$ cat src/rtl/wb_port_arbiter.sv
// wb_port_arbiter
//
// Shares the single register-file write port between the in-order pipeline
// writeback stage and the multi-cycle multiply/divide unit (MDU). The
// pipeline has fixed priority. The write strobe, address and data are
// registered, so a beat accepted in cycle N is written in cycle N+1.
//
// Optional feature macro: WB_ARB_STARVE_EN
//   defined   : anti-starvation FSM (PRI_PIPE / STARVED) with a wait
//               counter. After MAX_WAIT consecutive refusals the MDU gets
//               the next cycle unconditionally.
//   undefined : strict pipeline priority. The MDU may wait indefinitely.
//
// Handshake (both sources): a beat is offered with *_valid and is consumed
// in every cycle where *_valid and *_ready are both high. A source whose
// beat is not consumed must hold valid and its payload stable into the
// next cycle. A valid beat that does not need the port (pipeline not
// writing, or rd == x0) is consumed at once and produces no write. Both
// readies are forced low while rst is high, so held sources re-present
// after reset.
module wb_port_arbiter #(
    parameter int MAX_WAIT = 4,
    parameter int WAIT_W   = 4
) (
    input  logic        clk1,
    input  logic        rst,
    input  logic        pipe_valid,
    input  logic        pipe_write,
    input  logic [4:0]  pipe_rd,
    input  logic [31:0] pipe_data,
    output logic        pipe_ready,
    input  logic        mdu_valid,
    input  logic [4:0]  mdu_rd,
    input  logic [31:0] mdu_data,
    output logic        mdu_ready,
    output logic        rf_we,
    output logic [4:0]  rf_waddr,
    output logic [31:0] rf_wdata,
    output logic [15:0] mdu_hold_cnt
);

    // Reject parameter sets the wait counter cannot represent.
    if (MAX_WAIT < 1 || MAX_WAIT > 15 || MAX_WAIT >= (1 << WAIT_W)) begin : g_bad_cfg
        $error("wb_port_arbiter: MAX_WAIT must be 1..15 and fit in WAIT_W bits");
    end

    // A source needs the write port only when it carries a real register write.
    logic pipe_req;
    logic mdu_req;
    logic pipe_gnt;
    logic mdu_gnt;

    assign pipe_req = pipe_valid & pipe_write & (pipe_rd != 5'd0);
    assign mdu_req  = mdu_valid & (mdu_rd != 5'd0);

`ifdef WB_ARB_STARVE_EN

    typedef enum logic [0:0] {
        PRI_PIPE = 1'b0,
        STARVED  = 1'b1
    } arb_state_t;

    localparam logic [WAIT_W-1:0] WAIT_LAST = WAIT_W'(MAX_WAIT - 1);

    arb_state_t        state;
    arb_state_t        state_nxt;
    logic [WAIT_W-1:0] wait_cnt;
    logic [WAIT_W-1:0] wait_cnt_nxt;
    logic              mdu_refused;

    // State register and wait counter; reset returns to pipeline priority.
    always_ff @(posedge clk1) begin
        if (rst) begin
            state    <= PRI_PIPE;
            wait_cnt <= '0;
        end else begin
            state    <= state_nxt;
            wait_cnt <= wait_cnt_nxt;
        end
    end

    // Grant selection, readies and next state for the anti-starvation FSM.
    always_comb begin
        state_nxt    = state;
        wait_cnt_nxt = wait_cnt;
        pipe_gnt     = 1'b0;
        mdu_gnt      = 1'b0;
        pipe_ready   = 1'b0;
        mdu_ready    = 1'b0;
        mdu_refused  = 1'b0;
        if (!rst) begin
            case (state)
                PRI_PIPE: begin
                    // Pipeline first; the MDU only loses when both need the port.
                    pipe_gnt    = pipe_req;
                    mdu_gnt     = mdu_req & ~pipe_req;
                    pipe_ready  = pipe_valid;
                    mdu_ready   = mdu_valid & ~(mdu_req & pipe_req);
                    mdu_refused = mdu_valid & ~mdu_ready;
                    if (mdu_refused) begin
                        wait_cnt_nxt = wait_cnt + WAIT_W'(1);
                        if (wait_cnt == WAIT_LAST) begin
                            state_nxt = STARVED;
                        end
                    end else begin
                        wait_cnt_nxt = '0;
                    end
                end
                STARVED: begin
                    // Entered only with mdu_valid high; the MDU owns this cycle
                    // and a port-using pipeline beat is held back.
                    mdu_gnt      = mdu_req;
                    mdu_ready    = mdu_valid;
                    pipe_ready   = pipe_valid & ~pipe_req;
                    state_nxt    = PRI_PIPE;
                    wait_cnt_nxt = '0;
                end
                default: begin
                    state_nxt    = PRI_PIPE;
                    wait_cnt_nxt = '0;
                end
            endcase
        end
    end

`else

    // Strict pipeline priority: the pipeline is never held back.
    always_comb begin
        pipe_gnt   = 1'b0;
        mdu_gnt    = 1'b0;
        pipe_ready = 1'b0;
        mdu_ready  = 1'b0;
        if (!rst) begin
            pipe_gnt   = pipe_req;
            mdu_gnt    = mdu_req & ~pipe_req;
            pipe_ready = pipe_valid;
            mdu_ready  = mdu_valid & ~(mdu_req & pipe_req);
        end
    end

`endif

    // Registered write port: capture the granted source, otherwise drop the
    // strobe and keep the last address/data.
    always_ff @(posedge clk1) begin
        if (rst) begin
            rf_we    <= 1'b0;
            rf_waddr <= 5'd0;
            rf_wdata <= 32'd0;
        end else if (pipe_gnt) begin
            rf_we    <= 1'b1;
            rf_waddr <= pipe_rd;
            rf_wdata <= pipe_data;
        end else if (mdu_gnt) begin
            rf_we    <= 1'b1;
            rf_waddr <= mdu_rd;
            rf_wdata <= mdu_data;
        end else begin
            rf_we    <= 1'b0;
        end
    end

    // Saturating count of cycles in which an MDU result waits unconsumed.
    always_ff @(posedge clk1) begin
        if (rst) begin
            mdu_hold_cnt <= 16'd0;
        end else if (mdu_valid && !mdu_ready && mdu_hold_cnt != 16'hFFFF) begin
            mdu_hold_cnt <= mdu_hold_cnt + 16'd1;
        end
    end

endmodule

$ cat config.mk
export PLATFORM = sky130hd
export DESIGN_NAME = wb_port_arbiter
export DESIGN_NICKNAME = d
export VERILOG_FILES = /design/src/rtl/wb_port_arbiter.sv
export SDC_FILE = /design/constraint.sdc
export NUM_CORES = 1
export LEC_CHECK = 0
export CORE_ASPECT_RATIO = 1.25
export CORE_MARGIN = 4
export CORE_UTILIZATION = 37
export CTS_CLUSTER_SIZE = 14
export DETAILED_ROUTE_END_ITERATION = 7
export GPL_ROUTABILITY_DRIVEN = 0
export PLACE_DENSITY = 0.87
export SYNTH_ARGS = -nofsm -noshare
export SYNTH_HDL_FRONTEND = slang
export SYNTH_SLANG_ARGS = --single-unit
$ cat constraint.sdc
create_clock -name clk1 -period 2.2 [get_ports clk1]
set_input_delay 0.44 -clock clk1 [delete_from_list [all_inputs] [get_ports clk1]]
set_output_delay 0.44 -clock clk1 [all_outputs]
set_load 0.01 [all_outputs]
# --- Word level (Yosys, flattened, before mapping) ---
# Index checks and enable logic that the tools add are counted.
# W data, S select, Z words.
totals:
  in_bits: 79
  wordCells: 30
  ff_bits: 54
  out_inout_bits: 56
classes:
  eq_ne: 1
  reduce_logical: 6
  n_addsub: 1
  n_mux: 10
  bitwise: 8
ops:
  columns: ["cell", "n"]
  rows:
  - ["$mux W32", 2]
  - ["$add A16 B1 Y16 const B", 1]
  - ["$ne A16 B16 Y1 const B", 1]
  - ["$mux W5", 2]
  - ["$reduce_bool A5 Y1", 2]
  - ["$and A1 B1 Y1", 6]
  - ["$mux W1", 6]
  - ["$logic_and A1 B1 Y1", 2]
  - ["$not A1 Y1", 2]
  - ["$reduce_bool A2 Y1", 1]
  - ["$logic_not A1 Y1", 1]

# --- Logic depth before layout (Yosys ltp) ---
logic_depth:
  word_depth: 9
  depth_mapped: 6
  mapped_depth_nobuf: 6

# --- Worst setup path before layout ---
# Ideal clock, no wire load.
synth_path:
  path_type: "in2out"
  startpoint: "in pipe_rd[1]"
  endpoint: "out mdu_ready"
  arrival_ns: 1.774
  path_buffers: 2
  required_time_ns: 1.760
  cell_stages: 5
  path_slack_ns: -0.014
  cell_sequence: "or4_4 -> o211ai_4 -> buf_4 -> buf_4 -> o21a_1"
synth_via:
  elab_chain_len: 6
synth_lines:
  columns: ["element", "line_no", "text"]
  rows:
  - ["start: declaration", "29", "input logic [4:0] pipe_rd,"]
  - ["$reduce_bool A5 Y1", "53", "assign pipe_req = pipe_valid & pipe_write & (pipe_rd != 5'd0);"]
  - ["$and A1 B1 Y1", "53", null]
  - ["$and A1 B1 Y1", "138", "mdu_ready = mdu_valid & ~(mdu_req & pipe_req);"]
  - ["$not A1 Y1", "138", null]
  - ["$and A1 B1 Y1", "138", null]
  - ["$mux W1", "134", "if (!rst) begin"]
  - ["end: declaration", "35", "output logic mdu_ready,"]
# Every way passes these cells.

# --- Final worst setup path ---
layout_path:
  startpoint: "in mdu_rd[1]"
  endpoint: "out mdu_ready"
layout_via:
  elab_chain_len: 6
layout_lines:
  columns: ["element", "line_no", "text"]
  rows:
  - ["start: declaration", "33", "input logic [4:0] mdu_rd,"]
  - ["$reduce_bool A5 Y1", "54", "assign mdu_req = mdu_valid & (mdu_rd != 5'd0);"]
  - ["$and A1 B1 Y1", "54", null]
  - ["$and A1 B1 Y1", "138", null]
  - ["$not A1 Y1", "138", null]
  - ["$and A1 B1 Y1", "138", null]
  - ["$mux W1", "134", null]
# Every way passes these cells.

==> metrics.txt <==
Post-Layout Inst Area=~4400 sq um; yosys warns=0; Starting Density=0.386; final number of setup-violating endpoints=0; Max VDD drop=395 uV; Hold WS=0.569 ns; Fin Clk Skew=0.00718 ns; Syn Area/Cell=10.1 sq um; overall routed net length=around 7.9 mm; Hold Crit Depth=2; top-count cell post-synth=dfxtp_1; post-synth top area cell=dfxtp_1; first-pass GRT wire length=12.8 mm; gr usage total=0.177; area delta synth->final=59.7%; total negative setup slack=0 ns; critical path startpoint category=input port; clk_lat worst skew=0.30 ns; initial drt markers=80; type of the worst min-delay path=flip-flop to flip-flop; DRC Markers=0; max_cap viols=0; Vias/cell=about 5.2; Synth Flop Type=dfxtp_1; number of global-route vias before repair=2633; Synth top area share=0.397; fill count=587; footprint of the multi-input gates=1510 sq um; via count=2580; worst rel slew slack=0.614; Pleak=roughly 1.7 nW; layout cell share with drive strength beyond 1=0.180; H-tree depth=2; Critical Path Sink Type=output port; Pint=between 1.5 and 2 mW; setup bufs post-CTS=0; Final HPWL DP=between 6 and 7 mm; outcome=completed; switch share=0.252; crit path kind=input port to output port; Row Count=34; Core Region=7060 sq um; DP Area=~4200 sq um; total gr overflow=0; Comb pwr share=0.244; register area share after synthesis=0.397; async set or reset register ratio after synthesis=0; CTS tree=built; DRT Pass-1 Iters=4; final hold violations=0; crit path time final=2.19 ns; critical path arrival=1.75 ns; Top Ports=135; PwrDens=526 nW/um^2; cts hold-fix bufs=0; Unique masters post-synth=36; Die Y=104 um; Antenna Nets Post-Route=0; Worst Path Max Fanout=2; fin nets=489; power share of the sequential group=0.466; Tcrit/Tclk final=0.994; clk sinks=54; worst reg2reg path depth=7; Psw=577 uW; clock share of power=0.290; Max Slew Vio Count=0; Peak Freq=457 MHz; largest net degree at the start of global routing=50; Worst-Margin Slew=0.574 ns; CTS buffer count=5; ant diodes=0; die area=8810 sq um; synthesis-stage register bit count=54; Post-synth EDFFs=0; storage element area=between 1000 and 1500 sq um; average wire per standard cell=15.9 um; CTS clk-pin slew, worst paths=0.09 ns; I/O Buffers=134; synth top area cells=dfxtp_1 40%, a211oi_2 14%, mux2i_1 12%; Post-Syn Area=between 2000 and 3000 sq um; clk buf depth=2; initial antenna violation count=0; Commonest cells post-synth=54 x dfxtp_1, 53 x nor2_1, 33 x mux2i_1; Worst EP required=1.76 ns; Die Width=84.8 um; syn_nets=349; Post-Synthesis Cells=269; clock root buffer=clkbuf_8
[flip-flops by register name (all words and copies together) (netlist names)]
register	cells
rf_waddr	5
rf_we	1
mdu_hold_cnt	16
rf_wdata	32
[path summary, 6_finish.rpt]
| path | startpoint | slack (ns) | end |
|---|---|---|---|
| max | mdu_rd[1] | 0.01 | mdu_ready |
| min | mdu_hold_cnt[14] | 0.57 | mdu_hold_cnt[14] |
| max reg2reg | mdu_hold_cnt[0] | 0.32 | mdu_hold_cnt[3] |
| min reg2reg | mdu_hold_cnt[14] | 0.57 | mdu_hold_cnt[14] |
[cells by family after synthesis]
kind of cell | after synthesis | share of synthesized area
compound gates | 50 | 0.197
xor+xnor | 13 | 0.0418
fa+ha+maj | 1 | 0.00459
buf+inv | 23 | 0.0624
flops | 54 | 0.397
mux | 34 | 0.125
simple gates | 94 | 0.172
[cell usage in the layout, fill, tap and decap left out, types with 2 or more instances in the layout]
master	netlist	routed
clkdlybuf4s50_1	0	127
dfxtp_1	54	54
nor2_1	53	52
a211oi_2	31	31
mux2i_1	33	29
buf_4	7	15
xnor2_1	13	13
nor4_1	9	9
nand4_1	7	7
a211oi_1	6	6
nand3_1	5	5
a22oi_1	5	5
clkbuf_8	0	5
mux2i_2	0	4
dlygate4sd2_1	0	4
nor2b_1	3	3
nand2_1	3	3
and3_1	3	3
and4_1	3	3
buf_6	3	3
buf_12	2	3
or4_4	2	2
o21ai_4	0	2
nor3_1	2	2
buf_2	2	2
[worst max-delay path: stages]
cell and delay [ns]:
clkdlybuf4s50_1 0.44, or4_4 0.54, nor2_2 0.10, o21a_1 0.10, buf_2 0.13
[layer usage]
| layer | vias up | routed length (um) | track usage |
|---|---|---|---|
| met2 | 87 | 4220 | 0.321 |
| met1 | 1225 | 3250 | 0.207 |
| met4 | 0 | 90 | 0.0441 |
| met3 | 6 | 383 | 0.0388 |
| li1 | 1262 | - | - |
| met5 | - | 0 | 0 |
[through the flow]
| stage | cells | util | power [mW] | setup WS (ns) |
|---|---|---|---|---|
| final | 500 | 0.617 | 2.29 | 0.0142 |
| after CTS | 500 | 0.612 | 2.31 | 0.000305 |
| after global routing | 500 | 0.617 | 2.39 | -0.0135 |
| after detailed placement | 492 | 0.596 | 1.65 | -0.519 |
| after floorplan | 269 | - | 1.33 | 0.0279 |
| after global placement | 492 | 0.596 | 1.63 | -0.530 |
[timing repair]
action / CTS / global route
resized for setup: 11 / 8
setup endpoints to repair: 19 / 22
pin swaps: 3 / 0
[layout make-up]
cell class | instances | area share
repair buffers | 155 | 0.353
multi-input cells | 192 | 0.347
well taps | 90 | 0.0259
flip-flops and latches | 54 | 0.248
inverters | 1 | 0.000862
clock inverters | 2 | 0.00862
clock buffers | 6 | 0.0167
[power groups by stage]
stage | Clock, mW | Sequential, mW | Combinational, mW
global route | 0.718 | 1.08 | 0.596
CTS | 0.683 | 1.07 | 0.557
detailed placement | 0 | 1.09 | 0.556
finish | 0.665 | 1.07 | 0.559
floorplan | 0 | 1.11 | 0.219
global placement | 0 | 1.08 | 0.545
(Power assumes the default switching activity.)
